`config.mk`:
```
export PLATFORM = sky130hd
export DESIGN_NAME = user_stream_buffer
export DESIGN_NICKNAME = d
export VERILOG_FILES = /design/src/rtl/leaf_stream_pkg.sv /design/src/rtl/user_stream_buffer_mem.sv /design/src/rtl/user_stream_buffer.sv
export SDC_FILE = /design/constraint.sdc
export NUM_CORES = 1
export LEC_CHECK = 0
export ABC_AREA = 0
export BUFFER_PORTS_ARGS = -buffer_cell sky130_fd_sc_hd__buf_4
export CAP_MARGIN = 20
export CORE_MARGIN = 1.5
export CORE_UTILIZATION = 55
export DETAILED_ROUTE_END_ITERATION = 8
export GPL_TIMING_DRIVEN = 0
export MAX_ROUTING_LAYER = met4
export PLACE_DENSITY_LB_ADDON = 0.2
export SETUP_SLACK_MARGIN = 0.1
export SLEW_MARGIN = 0
export SYNTH_ARGS = -nofsm -noshare
export SYNTH_HDL_FRONTEND = slang
export SYNTH_SLANG_ARGS = --single-unit
export TNS_END_PERCENT = 20
```
`constraint.sdc`:
```
create_clock -name clk_user -period 3.4 [get_ports clk_user]
set_clock_uncertainty 0.1 [all_clocks]
set_input_delay 0.51 -clock clk_user [delete_from_list [all_inputs] [get_ports clk_user]]
set_output_delay 0.51 -clock clk_user [all_outputs]
set_load 0.05 [all_outputs]
```
`src/rtl/leaf_stream_pkg.sv`:
```
`default_nettype none
// ============================================================================
// Module      : leaf_stream_pkg
// Description : Shared defaults and width helpers for leaf stream buffers.
//               DEFAULT_PAYLOAD_BITS : width of one stream word
//               DEFAULT_DEPTH_BITS   : log2 of buffer depth
//               count_width()        : width of an occupancy counter that must
//                                      hold 0..2^depth_bits inclusive
// Revision    : 1.0 - initial release
// ============================================================================
package leaf_stream_pkg;

    localparam int DEFAULT_PAYLOAD_BITS = 32;
    localparam int DEFAULT_DEPTH_BITS   = 4;

    // One extra bit so that the "full" value 2^depth_bits is representable.
    function automatic int count_width(input int depth_bits);
        return depth_bits + 1;
    endfunction

endpackage : leaf_stream_pkg
`default_nettype wire

```
`src/rtl/user_stream_buffer_mem.sv`:
```
`default_nettype none
// ============================================================================
// Module      : user_stream_buffer_mem
// Description : 2^DEPTH_BITS x PAYLOAD_BITS storage, synchronous write and
//               asynchronous read, intended for distributed RAM.
//   clk     in   write clock
//   i_we    in   write enable
//   i_waddr in   write address
//   i_wdata in   write data
//   i_raddr in   read address
//   o_rdata out  read data (combinational from i_raddr)
// Revision    : 1.0 - initial release
// ============================================================================
module user_stream_buffer_mem #(
    parameter int PAYLOAD_BITS = 32,
    parameter int DEPTH_BITS   = 4
) (
    input  logic                    clk,
    input  logic                    i_we,
    input  logic [DEPTH_BITS-1:0]   i_waddr,
    input  logic [PAYLOAD_BITS-1:0] i_wdata,
    input  logic [DEPTH_BITS-1:0]   i_raddr,
    output logic [PAYLOAD_BITS-1:0] o_rdata
);

    localparam int c_depth = 1 << DEPTH_BITS;

    // No reset: contents are only ever observed after being written.
    logic [PAYLOAD_BITS-1:0] r_mem [0:c_depth-1];

    always_ff @(posedge clk) begin
        if (i_we) begin
            r_mem[i_waddr] <= i_wdata;
        end
    end

    assign o_rdata = r_mem[i_raddr];

endmodule : user_stream_buffer_mem
`default_nettype wire

```
`src/rtl/user_stream_buffer.sv`:
```
`default_nettype none
// ============================================================================
// Module      : user_stream_buffer
// Description : Elastic first-word-fall-through FIFO between a leaf_interface
//               user output port and an HLS kernel ap_vld/ap_ack stream input.
//   clk_user     in   user clock
//   reset        in   asynchronous active-high reset
//   din          in   word from leaf_interface
//   din_vld      in   din valid
//   din_ack      out  buffer accepts din this cycle (not full)
//   dout         out  head word to kernel
//   dout_vld     out  head valid (buffer not empty)
//   dout_ack     in   kernel consumes head this cycle
//   count        out  current occupancy
//   max_count    out  occupancy high-water mark (stats build only, else 0)
//   stall_cycles out  cycles with din_vld & !din_ack (stats build only, else 0)
// Build option: define USER_STREAM_BUFFER_STATS_EN to build the statistics
//               registers; otherwise max_count and stall_cycles read 0.
// Revision    : 1.0 - initial release
// ============================================================================
module user_stream_buffer
    import leaf_stream_pkg::*;
#(
    parameter int PAYLOAD_BITS = DEFAULT_PAYLOAD_BITS,
    parameter int DEPTH_BITS   = DEFAULT_DEPTH_BITS
) (
    input  logic                    clk_user,
    input  logic                    reset,
    input  logic [PAYLOAD_BITS-1:0] din,
    input  logic                    din_vld,
    output logic                    din_ack,
    output logic [PAYLOAD_BITS-1:0] dout,
    output logic                    dout_vld,
    input  logic                    dout_ack,
    output logic [DEPTH_BITS:0]     count,
    output logic [DEPTH_BITS:0]     max_count,
    output logic [31:0]             stall_cycles
);

    localparam int                    c_cnt_w = count_width(DEPTH_BITS);
    localparam logic [c_cnt_w-1:0]    c_full  = {1'b1, {DEPTH_BITS{1'b0}}};

    logic [DEPTH_BITS-1:0]   r_wr_ptr;
    logic [DEPTH_BITS-1:0]   r_rd_ptr;
    logic [c_cnt_w-1:0]      r_count;
    logic [c_cnt_w-1:0]      w_count_next;
    logic [PAYLOAD_BITS-1:0] w_rd_data;
    logic                    w_full;
    logic                    w_push;
    logic                    w_pop;

    assign w_full   = (r_count == c_full);
    // Held low during reset so the upstream never sees a spurious accept.
    // Depends only on state and reset, never on dout_ack.
    assign din_ack  = !reset && !w_full;
    assign dout_vld = (r_count != '0);
    assign w_push   = din_vld && din_ack;
    assign w_pop    = dout_vld && dout_ack;

    always_comb begin
        w_count_next = r_count;
        if (w_push && !w_pop) begin
            w_count_next = r_count + c_cnt_w'(1);
        end else if (w_pop && !w_push) begin
            w_count_next = r_count - c_cnt_w'(1);
        end
    end

    always_ff @(posedge clk_user or posedge reset) begin
        if (reset) begin
            r_wr_ptr <= '0;
            r_rd_ptr <= '0;
            r_count  <= '0;
        end else begin
            if (w_push) begin
                r_wr_ptr <= r_wr_ptr + DEPTH_BITS'(1);
            end
            if (w_pop) begin
                r_rd_ptr <= r_rd_ptr + DEPTH_BITS'(1);
            end
            r_count <= w_count_next;
        end
    end

    user_stream_buffer_mem #(
        .PAYLOAD_BITS (PAYLOAD_BITS),
        .DEPTH_BITS   (DEPTH_BITS)
    ) u_mem (
        .clk     (clk_user),
        .i_we    (w_push),
        .i_waddr (r_wr_ptr),
        .i_wdata (din),
        .i_raddr (r_rd_ptr),
        .o_rdata (w_rd_data)
    );

    // Masked when empty so the unwritten RAM never leaks onto dout.
    assign dout  = dout_vld ? w_rd_data : '0;
    assign count = r_count;

`ifdef USER_STREAM_BUFFER_STATS_EN
    logic [c_cnt_w-1:0] r_max_count;
    logic [31:0]        r_stall_cycles;

    always_ff @(posedge clk_user or posedge reset) begin
        if (reset) begin
            r_max_count    <= '0;
            r_stall_cycles <= '0;
        end else begin
            if (w_count_next > r_max_count) begin
                r_max_count <= w_count_next;
            end
            if (din_vld && !din_ack && (r_stall_cycles != 32'hFFFF_FFFF)) begin
                r_stall_cycles <= r_stall_cycles + 32'd1;
            end
        end
    end

    assign max_count    = r_max_count;
    assign stall_cycles = r_stall_cycles;
`else
    assign max_count    = '0;
    assign stall_cycles = '0;
`endif

endmodule : user_stream_buffer
`default_nettype wire

```
==> results of run 1 <==
synthesized netlist by cell type, types with 3 or more instances:
cell	n	area [um^2]
a21oi_1	5	25.0
a221o_1	33	330
and2_1	8	50.1
and2b_1	4	30.0
buf_1	4	15.0
buf_12	5	100
buf_2	9	45.0
buf_4	37	278
buf_6	6	67.6
clkbuf_1	21	78.8
dfrtp_1	13	325
edfxtp_1	512	15400
ha_1	9	113
inv_1	5	18.8
mux2_2	34	383
mux4_1	7	184
mux4_2	121	2730
nand2_1	12	45.0
nor2_1	3	11.3
nor2b_1	28	175
nor3_1	9	45.0
o21ai_0	3	15.0
xnor2_1	7	61.3
final cells by class:
| class | count | area (um^2) | area share [%] |
|---|---|---|---|
| flip-flops and latches | 525 | 15700 | 63.5 |
| multi-input cells | 339 | 4630 | 18.7 |
| clock buffers | 71 | 1450 | 5.85 |
| repair buffers | 134 | 1390 | 5.63 |
| plain buffers | 82 | 733 | 2.96 |
| well taps | 468 | 586 | 2.37 |
| clock inverters | 21 | 228 | 0.920 |
| inverters | 6 | 22.5 | 0.0910 |
power by group through the flow:
stage	registers [W]	clock network [W]	logic, W
2_1_floorplan	0.00787	0	0.00547
3_3_place_gp	0.00781	0	0.00764
3_5_place_dp	0.00780	0	0.00781
4_1_cts	0.00766	0.00571	0.00849
5_1_grt	0.00769	0.00594	0.00907
6_report	0.00767	0.00565	0.00862
timing repair:
action,CTS,global route
setup buffers,11,10
hold buffers,1,0
cloned,1,2
pin swaps,7,11
gates resized for setup,90,16
endpoints found under the setup margin,33,33
endpoints found under the hold margin,13,0
logic make-up after synthesis:
family | share of synthesized area, %
xor gates and xnor gates | 0.381
DFF | 75.9
other | 0.0181
adders and majority gates | 0.641
and+or+nand+nor | 2.00
muxes | 15.9
AOI/OAI and AO/OA | 2.19
buffers and inverters | 2.93
path summary, 6_finish.rpt:
path                                            to         from  slack (ns)  cells past startpoint
min in group asynchronous              r_rd_ptr[1]        reset        0.63                      3
worst min register to register            count[0]     count[0]        0.48                      1
worst max-delay path                      dout[30]  r_rd_ptr[0]       0.005                      7
worst min-delay path            u_mem.r_mem[10][5]       din[5]        0.12                      1
max in group asynchronous                 count[1]        reset        2.12                      3
worst max register to register            count[4]     count[2]        0.20                      9
metal layers:
metal	routed length (um)	part of all wire, %	GRT usage [%]
met5	0	0	-
met4	803	1.8	5.71
met3	2840	6.4	3.85
met2	22100	50	37.7
met1	18500	42	33.7
cell usage in the layout (no fill, tap or decap), drive strengths merged:
cell,netlist,routed
conb,1,37
and3,1,1
xnor2,7,7
edfxtp,512,512
a31oi,1,1
and2b,4,4
and2,8,8
fa,1,1
a21oi,5,5
and4b,1,1
mux4,128,128
a221o,33,33
o211ai,2,2
nor2b,28,28
buf,61,193
dfrtp,13,13
nand4,1,1
nand3,2,2
nand2,12,12
ha,9,9
nor2,3,3
dlygate4sd3,0,1
clkinvlp,0,1
inv,6,7
mux2,34,34
clkinv,0,14
o21ai,5,5
xor2,2,2
clkbuf,21,93
a21o,2,2
nor4,2,2
or4,1,1
a2111oi,1,1
nor3,9,9
bufinv,0,5
flip-flops by register name, summed over array words and instances, names as in the netlist:
register and count:
u_mem.r_mem 512, count 5, r_rd_ptr 4, r_wr_ptr 4
stage by stage:
step                hold slack (ns)  instances
finish                        0.123       1646
global route                  0.120       1646
CTS                           0.114       1634
detailed placement            0.479       1529
global placement              0.458       1494
floorplan                     0.319        952
critical path, cell delays in order (launching register included):
cell and delay (ns):
dfrtp_1 0.38, buf_6 0.16, buf_12 0.15, buf_4 0.14, mux4_2 0.50, mux2_2 0.31
a221o_1 0.36, buf_4 0.20
==> out/summary.txt, run 1 <==
Clock Latency Late Sink = 0.56 ns
Worst EP required = 2.79 ns
Initial Utilization = 56.2%
P_int = 0.0147 W
Kind of end point of the critical path = primary output
RD Place Congestion = 0.725
Min setup slack post-route = 0.00479 ns
EDFF count, synth = 512
VDD IR max = 0.791 mV
Initial antenna violation count = 0
Critical setup path kind = reg2out
Pins Over Slew Limit = 0
ANT cells = 0
Slew HR = 39.2%
Crit path time final = 3.40 ns
Drt wl/cell = 26.8 um
Fill cell count = 2316
Largest net degree at the start of global routing = 23
H-tree depth = 2
Logic pwr share = 39.3%
Net Sw Frac = 33.2%
Remaining DRCs = 0
Post-synth ARST share = 2.48%
Congestion Overflow GR = 0
Sequential group share of total power = 34.9%
Fin crit share = 99.9%
CP max FO = 6
Flops & latches, synth = 525
Most used DFF post-synth = edfxtp_1
Nets = 1187
TritonCTS Buffers = 53
Die width = 197 um
# rows = 70
Synth-to-layout area growth = 19.7%
DR pass1 iterations = 5
Final Hold Vio Count = 0
Unique masters post-synth = 38
P_sw = 0.00728 W
P_leak = 8.37 nW
Final instance area = 24700 um^2
Detailed Route Iter0 Violations = 806
Drt total wl = 44.2 mm
Clock sinks = 525
Final Setup Violations = 0
Worst-case clock buffer depth = 3
Setup TNS = 0 ns
CTS root buffer = clkbuf_16
Setup repair after global routing missed its margin = true
Die Footprint = 38800 um^2
Seq/Total Area, Yosys = 75.9%
PortBufs = 74
Worst hold-check path type = in2reg
Post-DP HPWL = 27.8 mm
Arr. time, crit path = 2.79 ns
Share of cells above drive strength 1 = 40.1%
Synthesized area = 20700 um^2
I/O Pins = 112
Slew @ Worst Pin = 0.907 ns
Pwr Total = 0.0219 W
Clock-pin slew on the worst setup and hold paths = 0.06 ns
Worst Setup Start Kind = flop
Vias per cell = 6.04
Placed instance area = 22500 um^2
Vias in the first global route = 10150
DIE HEIGHT = 197 um
F_max = 0.295 GHz
Ys Warns = 0
Finished Core Util = 67.3%
Post-Synthesis Cells = 916
Syn Area/Cell = 22.6 um^2
CTS tree = built
Core area = 36800 um^2
Remaining antenna violation count = 0
Power Dens Cells = 887 nW/um^2
Status = finished clean
Pre-CTS WS = -0.310 ns
Max Cap Viol = 0
Global-route wire length before repair = 64.9 mm
Vias = 9937
Clock group share of total power = 25.8%
GRT Util Overall = 24.0%
No activity file was read; power rests on OpenSTA's default activity.
==> run 2, diff against run 1 <==
--- a/config.mk
+++ b/config.mk
@@ -9,11 +9,13 @@
 export BUFFER_PORTS_ARGS = -buffer_cell sky130_fd_sc_hd__buf_4
 export CAP_MARGIN = 20
 export CORE_MARGIN = 1.5
-export CORE_UTILIZATION = 55
+export CORE_UTILIZATION = 65
 export DETAILED_ROUTE_END_ITERATION = 8
+export GPL_ROUTABILITY_DRIVEN = 0
 export GPL_TIMING_DRIVEN = 0
 export MAX_ROUTING_LAYER = met4
 export PLACE_DENSITY_LB_ADDON = 0.2
+export RECOVER_POWER = 25
 export SETUP_SLACK_MARGIN = 0.1
 export SLEW_MARGIN = 0
 export SYNTH_ARGS = -nofsm -noshare
==> constraint.sdc (replaced) <==
create_clock -name clk_user -period 4.1 [get_ports clk_user]
set_clock_uncertainty 0.1 [all_clocks]
set_input_delay 0.615 -clock clk_user [delete_from_list [all_inputs] [get_ports clk_user]]
set_output_delay 0.615 -clock clk_user [all_outputs]
set_load 0.05 [all_outputs]
==> run 2 against run 1 <==
Net effect: global-route usage up 5.4 points; sequential cell count is the same; sequential power fell by 17%; first-iteration DRC count grew 48%; worst hold slack lost 0.066 ns; combinational power down 25%; via count is 2.1% higher; design area shrank 3.2%; die area decreased by 15%; sequential share of layout area rose by 2.0 points; routed wire length grew 2.2%; critical endpoint is now dout[3]; highest routed layer unchanged.
==> out/summary.txt, run 2 (synthesis gave the netlist of run 1 again) <==
Final Setup Violations = 0 (unchanged)
Worst setup endpoint = dout[3]
Global-route wire length before repair = 66.8 mm (+3.0%)
Initial antenna violation count = 0 (unchanged)
Non-Filler Instances = 1557 (-5.4%)
DR pass1 iterations = 5 (unchanged)
Crit path from = r_rd_ptr[3]
CTS tree = built
DIE HEIGHT = 181 um (-7.9%)
Nets = 1160 (-2.3%)
Remaining antenna violation count = 0 (unchanged)
Vias in the first global route = 10589 (+4.3%)
Share of cells above drive strength 1 = 34.1% (-5.9 points)
Die Footprint = 32900 um^2 (-15%)
Die width = 181 um (-7.9%)
Critical R2R Capture = count[4]
Worst-case clock buffer depth = 3 (unchanged)
Vias = 10141 (+2.1%)
Status = finished clean
Most common cell after layout, fill and taps aside = edfxtp_1
Drt total wl = 45.2 mm (+2.2%)
GRT Util Overall = 29.4% (+5.4 points)
Clock Latency Late Sink = 0.57 ns (about the same)
P_leak = 7.97 nW (-4.8%)
Placed cells = 1463 (-4.3%)
Max reg flops = 512 (unchanged)
Crit path time final = 4.00 ns
Worst Setup Start Kind = flop
Max Cap Viol = 0 (unchanged)
Hold_buf cts = 0 (-1)
Reg2Reg Launch Point = count[0]
Remaining DRCs = 0 (unchanged)
Worst EP required = 3.38 ns (+0.59 ns)
Fin crit share = 97.6%
FF-to-FF setup slack = 0.31 ns (+0.11 ns)
FF-to-FF path depth = 9 (unchanged)
Arr. time, crit path = 3.29 ns (+0.50 ns)
Vias per cell = 6.51 (+7.9%)
Synth-to-layout area growth = 15.9%
Pwr Total = 0.0174 W (-21%)
Setup repair after global routing missed its margin = true
Detailed Route Iter0 Violations = 1194 (+48%)
Power Dens Cells = 725 nW/um^2 (-18%)
VDD IR max = 0.484 mV (-39%)
Largest Register = u_mem.r_mem
CP max FO = 10 (+4)
Pins Over Slew Limit = 0 (unchanged)
TritonCTS Buffers = 51 (-3.8%)
Post-DP HPWL = 27.3 mm (-1.9%)
Largest net degree at the start of global routing = 25 (+8.7%)
H-tree depth = 2 (unchanged)
Slew HR = 35.1% (-4.1 points)
Slew @ Worst Pin = 0.969 ns (+0.0617 ns)
I/O Pins = 112 (unchanged)
Kind of end point of the critical path = primary output
Initial Utilization = 65.7% (+9.5 points)
Clock-pin slew on the worst setup and hold paths = 0.06 ns (about the same)
CTS root buffer = clkbuf_16
Critical setup path kind = reg2out
Clock sinks = 525 (unchanged)
Commonest non-fill, non-tap cells in the layout = edfxtp_1 (512), mux4_2 (121), buf_4 (91), clkbuf_1 (52), clkbuf_16 (51)
Core area = 31500 um^2 (-14%)
Congestion Overflow GR = 0 (unchanged)
# rows = 65 (-7.1%)
Drt wl/cell = 29.0 um (+8.0%)
F_max = 0.250 GHz
Worst hold-check path type = in2async
PortBufs = 74 (unchanged)
Final Hold Vio Count = 0 (unchanged)
run 2: changes by cell type in the layout (fill, tap and decap cells not counted), moves of 7 or more:
cell      delta
clkbuf_1    +34
buf_4       -29
buf_6       -17
clkbuf_2     -8
buf_12       -7
buf_2        +7
run 2: cell type report:
type / count / area (um^2)
antenna: 1 / 2.50
buffer: 82 / 604
clock buffer: 63 / 1320
clock inverter: 30 / 284
fill: 1641 / 7510
inverter: 6 / 22.5
multi-input combinational: 339 / 4550
sequential: 525 / 15700
tap: 402 / 503
timing repair buffer: 109 / 972
run 2: repair_timing:
action / 4_1_cts / 5_1_grt
setup endpoints to repair: 22 / 19
setup buffers: 0 / 0
pin swaps: 0 / 0
gates resized for setup: 6 / 4
run 2: metal layers:
layer	vias up	GRT usage, %	share of wire, %
met4	0	7.97	2.3
met5	-	-	0
met1	5332	38.9	38
li1	4177	-	-
met2	541	47.8	51
met3	91	5.52	7.8
run 2: report_power, final:
part | internal [W] | switching (W)
registers | 0.00622 | 0.000154
logic | 0.00262 | 0.00386
clock network | 0.00261 | 0.00191
run 2: worst max-delay path: stages (launching register included):
cell and delay [ns]:
dfrtp_1 0.45, buf_2 0.35, buf_1 0.67, mux4_2 0.42
mux2_2 0.29, a221o_1 0.33, buf_4 0.20
run 2: how the worst min path moves through the flow:
stage,slack [ns],to,startpoint,depth (start not counted)
floorplan,0.42,count[0],reset,1
global placement,0.47,count[2],count[2],2
detailed placement,0.49,count[3],count[3],2
CTS,0.07,r_rd_ptr[2],reset,2
global route,0.1,count[4],reset,2
finish,0.06,r_rd_ptr[2],reset,2
run 2: stage by stage:
stage	hold slack [ns]	setup TNS, ns	setup WS [ns]	area [um^2]	utilization (%)
6_report	0.0567	0	0.0988	24000	76.1
5_1_grt	0.0973	0	0.0415	24000	76.1
4_1_cts	0.0684	0	0.0213	24000	76.4
3_5_place_dp	0.490	0	0.308	22400	71.2
3_3_place_gp	0.469	-616.12	-2.89	21900	69.5
2_1_floorplan	0.424	0	0.0966	20800	-
==> run 3, diff against run 2 <==
==> constraint.sdc (replaced) <==
create_clock -name clk_user -period 4.1 [get_ports clk_user]
set_clock_uncertainty 0.1 [all_clocks]
set_input_delay 0.82 -clock clk_user [delete_from_list [all_inputs] [get_ports clk_user]]
set_output_delay 0.82 -clock clk_user [all_outputs]
set_load 0.05 [all_outputs]
==> run 3 against run 2 <==
Net effect: clock power hardly changed; non-clock buffer count stayed put; core utilization hardly changed; via count is 0.74% higher; power hardly changed; largest power group unchanged; sequential share of layout area hardly changed; register-to-register slack hardly changed; sequential power hardly changed; critical path type unchanged; die area stayed put; fmax is 1.3% higher.
==> out/summary.txt, run 3 (synthesis gave the netlist of run 1 again) <==
Critical setup path kind = reg2out
Largest net degree at the start of global routing = 25 (unchanged)
Clock sinks = 525 (unchanged)
Final instance area = 24000 um^2 (about the same)
Nets = 1160 (unchanged)
Pre-CTS WS = 0.103 ns (-0.205 ns)
F_max = 0.253 GHz (+1.3%)
Worst EP required = 3.18 ns (-0.20 ns)
Clock-pin slew on the worst setup and hold paths = 0.06 ns (about the same)
Remaining DRCs = 0 (unchanged)
Power Dens Cells = 725 nW/um^2 (about the same)
Largest Register = u_mem.r_mem
Initial Utilization = 65.7% (unchanged)
Vias = 10216 (+0.74%)
Global-route wire length before repair = 66.9 mm (+0.11%)
Commonest non-fill, non-tap cells in the layout = edfxtp_1 (512), mux4_2 (121), buf_4 (91), clkbuf_16 (51), clkbuf_1 (48)
Placed instance area = 22400 um^2 (unchanged)
Drt total wl = 45.2 mm (about the same)
Min setup slack post-route = 0.151 ns (+0.0520 ns)
Worst hold-check path type = in2async
CTS root buffer = clkbuf_16
VDD IR max = 0.485 mV (+0.17%)
# rows = 65 (unchanged)
Slew HR = 34.8% (-0.25 points)
Share of cells above drive strength 1 = 34.7% (+0.52 points)
Kind of end point of the critical path = primary output
Gates resized, CTS repair = 17 (+11)
DR pass1 iterations = 5 (unchanged)
Detailed Route Iter0 Violations = 1262 (+5.7%)
H-tree depth = 2 (unchanged)
Pwr Total = 0.0174 W (about the same)
Post-DP HPWL = 27.3 mm (unchanged)
Die Footprint = 32900 um^2 (unchanged)
CTS tree = built
Crit path time final = 3.95 ns (-0.0520 ns)
Synth-to-layout area growth = 15.9% (about the same)
Reg2Reg Launch Point = count[0]
TritonCTS Buffers = 51 (unchanged)
Remaining antenna violation count = 0 (unchanged)
Slew @ Worst Pin = 0.973 ns (+0.00374 ns)
I/O Pins = 112 (unchanged)
Clock Latency Late Sink = 0.56 ns (about the same)
Status = finished clean
Final Hold Vio Count = 0 (unchanged)
GRT Util Overall = 29.4% (about the same)
P_leak = 7.98 nW (+0.19%)
Max reg flops = 512 (unchanged)
Final Setup Violations = 0 (unchanged)
Worst Setup Start Kind = flop
Drt wl/cell = 29.0 um (about the same)
PortBufs = 74 (unchanged)
Core area = 31500 um^2 (unchanged)
Hold WS = 0.266 ns (+0.209 ns)
Fin crit share = 96.3% (-1.3 points)
CP max FO = 10 (unchanged)
Die width = 181 um (unchanged)
Fill cell count = 1637 (-0.24%)
Most common cell after layout, fill and taps aside = edfxtp_1
Setup repair after global routing missed its margin = true
Vias per cell = 6.56 (+0.74%)
Pins Over Slew Limit = 0 (unchanged)
DIE HEIGHT = 181 um (unchanged)
Arr. time, crit path = 3.03 ns (-0.26 ns)
Hold_buf cts = 0 (unchanged)
Initial antenna violation count = 0 (unchanged)
Congestion Overflow GR = 0 (unchanged)
Worst-case clock buffer depth = 3 (unchanged)
Max Cap Viol = 0 (unchanged)
Vias in the first global route = 10618 (+0.27%)
Post-CTS setup buffer count = 0 (unchanged)
Crit path from = r_rd_ptr[3]
run 3: critical path: stages (launching register included):
cell and delay [ns]:
dfrtp_1 0.44, buf_2 0.35, buf_2 0.42, mux4_2 0.37, mux2_2 0.28, a221o_1 0.37, buf_4 0.22
run 3: area by class of cell:
class                      instances  area, um^2  area share, %
sequential                       525       15700           65.5
multi-input combinational        339        4560           19.0
inverter                           6        22.5         0.0940
antenna                            1        2.50         0.0104
clock inverter                    30         284           1.19
clock buffer                      63        1320           5.51
timing repair buffer             109         972           4.06
tap                              402         503           2.10
buffer                            82         598           2.50
run 3: worst paths after layout:
| check | end | slack (ns) | cells after the start |
|---|---|---|---|
| setup / recovery | dout[31] | 0.15 | 6 |
| hold reg to reg | count[3] | 0.51 | 2 |
| setup reg to reg | count[4] | 0.31 | 9 |
| hold / removal | r_rd_ptr[2] | 0.27 | 2 |
| max in group asynchronous | r_wr_ptr[1] | 3.20 | 2 |
| min in group clk_user | r_rd_ptr[2] | 0.46 | 3 |
run 3: per-layer routing:
layer | global-route usage (%) | vias to the layer above | part of all wire (%)
li1 | - | 4180 | -
met2 | 47.9 | 571 | 52
met3 | 5.72 | 84 | 8.1
met5 | - | - | 0
met1 | 38.7 | 5381 | 38
met4 | 8.07 | 0 | 2.1
run 3: where the power goes:
group | internal, W | switching, W
Combinational | 0.00262 | 0.00386
Clock | 0.00261 | 0.00191
Sequential | 0.00622 | 0.000153
run 3: through the flow:
stage,utilization (%),cells,setup TNS [ns]
4_1_cts,76.4,1556,0
3_5_place_dp,71.2,1463,0
2_1_floorplan,-,952,-24.29
6_report,76.1,1557,0
3_3_place_gp,69.5,1428,-678.53
5_1_grt,76.1,1556,0
